<file path="src/rtl/stream_pkg.sv">
// Flag bit positions and widths shared by all valid/busy stream stages.
package stream_pkg;
   localparam int MF_A = 3;
   localparam int MF_F = 2;
   localparam int MF_L = 1;
   localparam int MF_V = 0;
   localparam int SF_B = 0;
   localparam int SF_X = 1;
   localparam int MFW  = 4;
   localparam int SFW  = 2;
endpackage

</file>
<file path="src/rtl/stream_buf2.sv">
// Two-entry FIFO between a stream producer and a valid/busy consumer; push lands
// on the output the next cycle, and full gates the producer so the head never changes under a stall.
module stream_buf2 #(
   parameter int DW = 8
) (
   input  logic          clk,
   input  logic          rst_n,
   input  logic [DW-1:0] din,
   input  logic          push,
   input  logic          pop,
   output logic [DW-1:0] dout,
   output logic          vld,
   output logic          full
);
   logic [DW-1:0] head;
   logic [DW-1:0] tail;
   logic [1:0]    count;
   logic          do_push;
   logic          do_pop;

   assign vld     = (count != 2'd0);
   assign full    = (count == 2'd2);
   assign dout    = head;
   assign do_push = push & ~full;
   assign do_pop  = pop & vld;

   always_ff @(posedge clk or negedge rst_n) begin
      if (!rst_n) begin
         head  <= '0;
         tail  <= '0;
         count <= 2'd0;
      end else begin
         unique case ({do_push, do_pop})
            2'b10: begin
               if (count == 2'd0) head <= din;
               else               tail <= din;
               count <= count + 2'd1;
            end
            2'b01: begin
               head  <= tail;
               count <= count - 2'd1;
            end
            // Only reachable at count 1: the new beat replaces the departing head.
            2'b11: head <= din;
            default: ;
         endcase
      end
   end
endmodule

</file>
<file path="src/rtl/csc_pack.sv">
// Joins three signed channels into one rounded, saturated pixel stream; output valid one cycle
// after the join fires, and upstream is held busy while the 2-entry output buffer is full.
module csc_pack
   import stream_pkg::*;
#(
   parameter int W  = 16,
   parameter int SH = 2,
   parameter int OW = 8,
   parameter int CW = 16
) (
   input  logic            clk,
   input  logic            rst_n,
   input  logic [W-1:0]    y0,
   input  logic [W-1:0]    y1,
   input  logic [W-1:0]    y2,
   input  logic [MFW-1:0]  y0_mflags,
   input  logic [MFW-1:0]  y1_mflags,
   input  logic [MFW-1:0]  y2_mflags,
   output logic [SFW-1:0]  y0_sflags,
   output logic [SFW-1:0]  y1_sflags,
   output logic [SFW-1:0]  y2_sflags,
   output logic [3*OW-1:0] z_d0,
   output logic [MFW-1:0]  z_mflags,
   input  logic [SFW-1:0]  z_sflags,
   output logic            err,
   output logic [CW-1:0]   sat_cnt,
   input  logic            clr
);
   localparam int DW = 3*OW + 3;
   localparam logic signed [W:0] HALF = {{W{1'b0}}, 1'b1} << (SH-1);
   localparam logic signed [W:0] MAXV = {{(W+1-OW){1'b0}}, {OW{1'b1}}};

   // Returns {sat, value}: round half up, then clamp to the unsigned output range.
   function automatic logic [OW:0] rnd_sat(input logic [W-1:0] y);
      logic signed [W:0] t;
      t = ($signed({y[W-1], y}) + HALF) >>> SH;
      if (t[W])           rnd_sat = {1'b1, {OW{1'b0}}};
      else if (t > MAXV)  rnd_sat = {1'b1, {OW{1'b1}}};
      else                rnd_sat = {1'b0, t[OW-1:0]};
   endfunction

   logic [2:0][W-1:0]  ych;
   logic [2:0][OW-1:0] c;
   logic [2:0]         sat;
   logic [1:0]         nsat;
   logic [CW:0]        sum;
   logic               fire;
   logic               full;
   logic               vld;
   logic               pop;
   logic               mismatch;
   logic [DW-1:0]      din;
   logic [DW-1:0]      dout;
   logic               unused_ok;

   assign ych = {y2, y1, y0};

   always_comb begin
      c   = '0;
      sat = '0;
      for (int i = 0; i < 3; i++) {sat[i], c[i]} = rnd_sat(ych[i]);
   end

   assign fire = y0_mflags[MF_V] & y1_mflags[MF_V] & y2_mflags[MF_V] & ~full;
   assign y0_sflags = {1'b0, ~fire};
   assign y1_sflags = {1'b0, ~fire};
   assign y2_sflags = {1'b0, ~fire};

   assign mismatch = (y0_mflags[MF_F] != y1_mflags[MF_F]) | (y0_mflags[MF_F] != y2_mflags[MF_F])
                   | (y0_mflags[MF_L] != y1_mflags[MF_L]) | (y0_mflags[MF_L] != y2_mflags[MF_L]);

   assign nsat = {1'b0, sat[0]} + {1'b0, sat[1]} + {1'b0, sat[2]};
   assign sum  = {1'b0, sat_cnt} + {{(CW-1){1'b0}}, nsat};

   always_ff @(posedge clk or negedge rst_n) begin
      if (!rst_n) begin
         err     <= 1'b0;
         sat_cnt <= '0;
      end else begin
         if (clr)                  err <= 1'b0;
         else if (fire & mismatch) err <= 1'b1;

         if (clr)       sat_cnt <= fire ? {{(CW-2){1'b0}}, nsat} : '0;
         else if (fire) sat_cnt <= sum[CW] ? {CW{1'b1}} : sum[CW-1:0];
      end
   end

   assign din = {y0_mflags[MF_A], y0_mflags[MF_F], y0_mflags[MF_L], c[2], c[1], c[0]};
   assign pop = vld & ~z_sflags[SF_B];

   stream_buf2 #(.DW(DW)) u_buf (
      .clk  (clk),
      .rst_n(rst_n),
      .din  (din),
      .push (fire),
      .pop  (pop),
      .dout (dout),
      .vld  (vld),
      .full (full)
   );

   assign z_d0     = dout[3*OW-1:0];
   assign z_mflags = {dout[DW-1:DW-3], vld};

   assign unused_ok = ^{z_sflags[SF_X], y1_mflags[MF_A], y2_mflags[MF_A]};
endmodule
</file>
<file path="config.mk">
export PLATFORM = sky130hd
export DESIGN_NAME = csc_pack
export DESIGN_NICKNAME = d
export VERILOG_FILES = /design/src/rtl/stream_pkg.sv /design/src/rtl/stream_buf2.sv /design/src/rtl/csc_pack.sv
export SDC_FILE = /design/constraint.sdc
export NUM_CORES = 1
export LEC_CHECK = 0
export ABC_AREA = 1
export CAP_MARGIN = 20
export CORE_MARGIN = 5
export CORE_UTILIZATION = 55
export CTS_CLUSTER_SIZE = 28
export DETAILED_ROUTE_END_ITERATION = 8
export GPL_TIMING_DRIVEN = 0
export PLACE_DENSITY_LB_ADDON = 0.3
export SYNTH_ARGS = -nofsm -noshare
export SYNTH_HDL_FRONTEND = slang
export SYNTH_SLANG_ARGS = --single-unit
export TNS_END_PERCENT = 20
</file>
<file path="constraint.sdc">
create_clock -name clk -period 6.4 [get_ports clk]
set_clock_uncertainty 0.1 [all_clocks]
set_input_delay 0.96 -clock clk [delete_from_list [all_inputs] [get_ports clk]]
set_output_delay 0.96 -clock clk [all_outputs]
set_load 0.03 [all_outputs]
</file>
==> qor.txt <==
Worst slew pin tran: 0.9092 ns
Reg2reg start: sat_cnt[0]$_DFFE_PN0P_
Sequential share of power: 0.375
Initial antenna violation count: 0
Area contributors post-synth: dfrtp_1, nand2_1, nor2_1, o21ai_0, nand3_1
Number of port buffers: 106
Core box area: 0.008678 mm^2
Final Cell Area: 0.006242 mm^2
Largest net degree at the start of global routing: 74
GR Overflow Total: 0
Clock Tree Buf Depth: 2
CP Data Arrival Time: 4.93 ns
Gates resized, CTS repair: 0
Die Wd: 104.0 um
P_leak: 2.855 nW
Total of max-cap violations: 0
Cts hold-fix bufs: 0
Worst setup path category: in2reg
Area after DPL: 0.006057 mm^2
Wire per inst: 13.66 um
Startpoint types: input port
Synthesized area: 0.004856 mm^2
Internal Dissipation: 1.158 mW
Final Util: 0.7193
Gpl congestion: 0.8773
Yosys top cell by area: dfrtp_1
Netlist cell types: 40
Syn Inst Count: 657
Final ANT Viol Nets: 0
Total GRT Usage: 0.2257
Setup Buffers After CTS: 0
Final period utilization: 0.7442
Status: finished clean
# DRC: 0
CP endpoint kind: flip-flop
Ports: 116
Cts bufs inserted: 9
Clk Latency, worst-skew pair: 0.35 ns
Worst min-delay path category: reg2reg
Clock power frac: 0.170
Synth top area share: 0.3762
Sequential-to-total area share from yosys stat: 0.3762
Crit. Startpoint: y2[1]
Global-route wire length before repair: 20.89 mm
Final Max Tran Viols: 0
Seq cells post-synth: 73
TritonCTS clock tree: yes
Clock transition at path regs: 0.09 ns
Iter 0 DRT Violations: 234
WP data required: 6.56 ns
Syn_area_per_cell: 7.391 um^2
Combinational share of power: 0.455
Iteration count of the initial detailed-routing pass: 8
Die area: 0.01081 mm^2
Pre-CTS setup slack: 1.222 ns
CTS H-tree depth: 3
Fillers: 723
Vias/cell: 5.285
Switching power of the nets: 0.8487 mW
Post-route setup TNS: 0 ns
DR vias: 4698
N_diodes: 0
WL final: 12.14 mm
Hpwl dp: 9.438 mm
Pwr Total: 2.006 mW
Ys Warns: 0
Maximum clock rate: 210.0 MHz
Layout Nets: 850
Crit-path max FO: 10
Maximum vdd drop: 217.8 uV
# setup viols final: 0
Share of cells above drive strength 1: 0.1114
Clock sink total: 73
Power per cell area: 321.4 mW/mm^2
Net Sw Frac: 0.4230
Fin. Hold Viols: 0
Unrepaired setup endpoints after global routing: no
Relative slew slack: 0.3938
Row count: 34
Area growth syn-to-layout: 28.55%
Min Tclk post-route: 4.763 ns
Vias in the first global route: 4607
Clock Tree Root: clkbuf_8
Die Span Y: 104.0 um
Hold_sp: u_buf.dout[18]$_DFFE_PN0P_
Slack of the critical path: 1.637 ns
Initial Utilization: 0.5595
cell usage in the layout (no fill, tap or decap), drive strengths merged:
cell           instances
a21boi                 1
a21oi                 23
a31oi                  3
and3                   2
buf                   18
clkbuf                16
clkdlybuf4s50        105
clkinv                 3
clkinvlp               2
conb                   3
dfrtp                 73
fa                     2
ha                     7
inv                   48
mux2                   3
nand2                215
nand3                 46
nand3b                 2
nand4                 20
nor2                  87
nor3                  10
nor4                   2
o21ai                 58
o22ai                  1
or2                    1
xnor2                 13
xor2                  17
power groups by stage:
stage	logic (mW)	registers [mW]	clock network (mW)
floorplan	0.393	0.909	0
global placement	0.891	0.749	0
detailed placement	0.914	0.757	0
CTS	0.920	0.751	0.347
global route	1.00	0.775	0.368
finish	0.913	0.752	0.342
state kept, by name (all words and copies together), names as in the netlist:
register	flops
u_buf.tail	27
u_buf.count	2
sat_cnt	16
err	1
u_buf.dout	27
critical path, stage by stage:
cell	delay [ns]
clkdlybuf4s50_1	0.50
ha_1	0.21
nand3_2	0.17
nor2_4	0.19
nand3_1	0.11
nand2_2	0.09
nand3_4	0.11
nor4_1	0.42
fa_1	0.51
inv_1	0.09
ha_1	0.19
fa_1	0.23
nand3_1	0.13
nor2_1	0.16
nand3_1	0.15
nor2_2	0.18
nand2_2	0.13
inv_2	0.09
buf_4	0.16
o21ai_1	0.08
o21ai_0	0.08
area by class of cell:
type	count	area, um^2	share of cell area
Multi-Input combinational cell	516	2718	0.4354
Sequential cell	73	1827	0.2926
Timing Repair Buffer	106	1059	0.1696
Inverter	46	172.7	0.02766
Buffer	24	146.4	0.02345
Tap cell	108	135.1	0.02165
Clock buffer	9	123.9	0.01984
Clock inverter	7	61.31	0.009822
per-stage QoR:
| stage | hold WS (ns) | cells |
|---|---|---|
| 2_1_floorplan | 0.3533 | 659 |
| 3_3_place_gp | 0.3661 | 873 |
| 3_5_place_dp | 0.3685 | 873 |
| 4_1_cts | 0.3949 | 889 |
| 5_1_grt | 0.4161 | 889 |
| 6_report | 0.3917 | 889 |
cells in the mapped netlist:
cell and count:
conb_1 1, a21boi_0 1, clkbuf_1 7, buf_2 6, fa_1 2, nand3_2 13, inv_1 41, nor3_1 8
buf_6 2, ha_1 7, xor2_1 17, nand2_4 1, a31oi_1 3, a21oi_4 1, a21oi_1 22, nor2_4 7
xnor2_1 13, nor3_2 2, nor4_1 2, nand3b_1 2, nand2_2 8, nand3_1 31, nor2_8 2, nor2_2 5
inv_2 4, dfrtp_1 73, nand2_1 206, o22ai_1 1, o21ai_2 3, mux2_2 3, nand4_1 20, and3_1 2
o21ai_4 1, or2_2 1, nand3_4 2, buf_4 9, o21ai_0 35, clkinv_1 1, nor2_1 73, o21ai_1 19
path summary, 6_finish.rpt:
check,endpoint,slack (ns),depth (start not counted)
worst max-delay path,sat_cnt[10]$_DFFE_PN0P_,1.64,21
worst min-delay path,u_buf.dout[18]$_DFFE_PN0P_,0.39,2
worst max register to register,sat_cnt[1]$_DFFE_PN0P_,4.11,11
worst min register to register,u_buf.dout[18]$_DFFE_PN0P_,0.39,2
max in group asynchronous,sat_cnt[11]$_DFFE_PN0P_,4.97,1
min in group asynchronous,sat_cnt[3]$_DFFE_PN0P_,0.63,1
metal layers:
metal / global-route usage / wire (um) / part of all wire / vias up
met2: 0.3848 / 6195 / 0.51 / 143
met5: 0 / 0 / 0 / -
li1: - / - / - / 2365
met3: 0.04345 / 634 / 0.052 / 10
met4: 0.06105 / 125 / 0.010 / 0
met1: 0.2933 / 5184 / 0.43 / 2180
cells by family after synthesis:
logic type / Yosys count / synth area share
and+or+nand+nor: 385 / 0.3728
DFF: 73 / 0.3762
xor gates and xnor gates: 30 / 0.05411
other: 1 / 0.0007723
AOI/OAI and AO/OA: 86 / 0.09715
muxes: 3 / 0.006956
buffers and inverters: 70 / 0.06570
adders and majority gates: 9 / 0.02628
(Power assumes the default switching activity.)
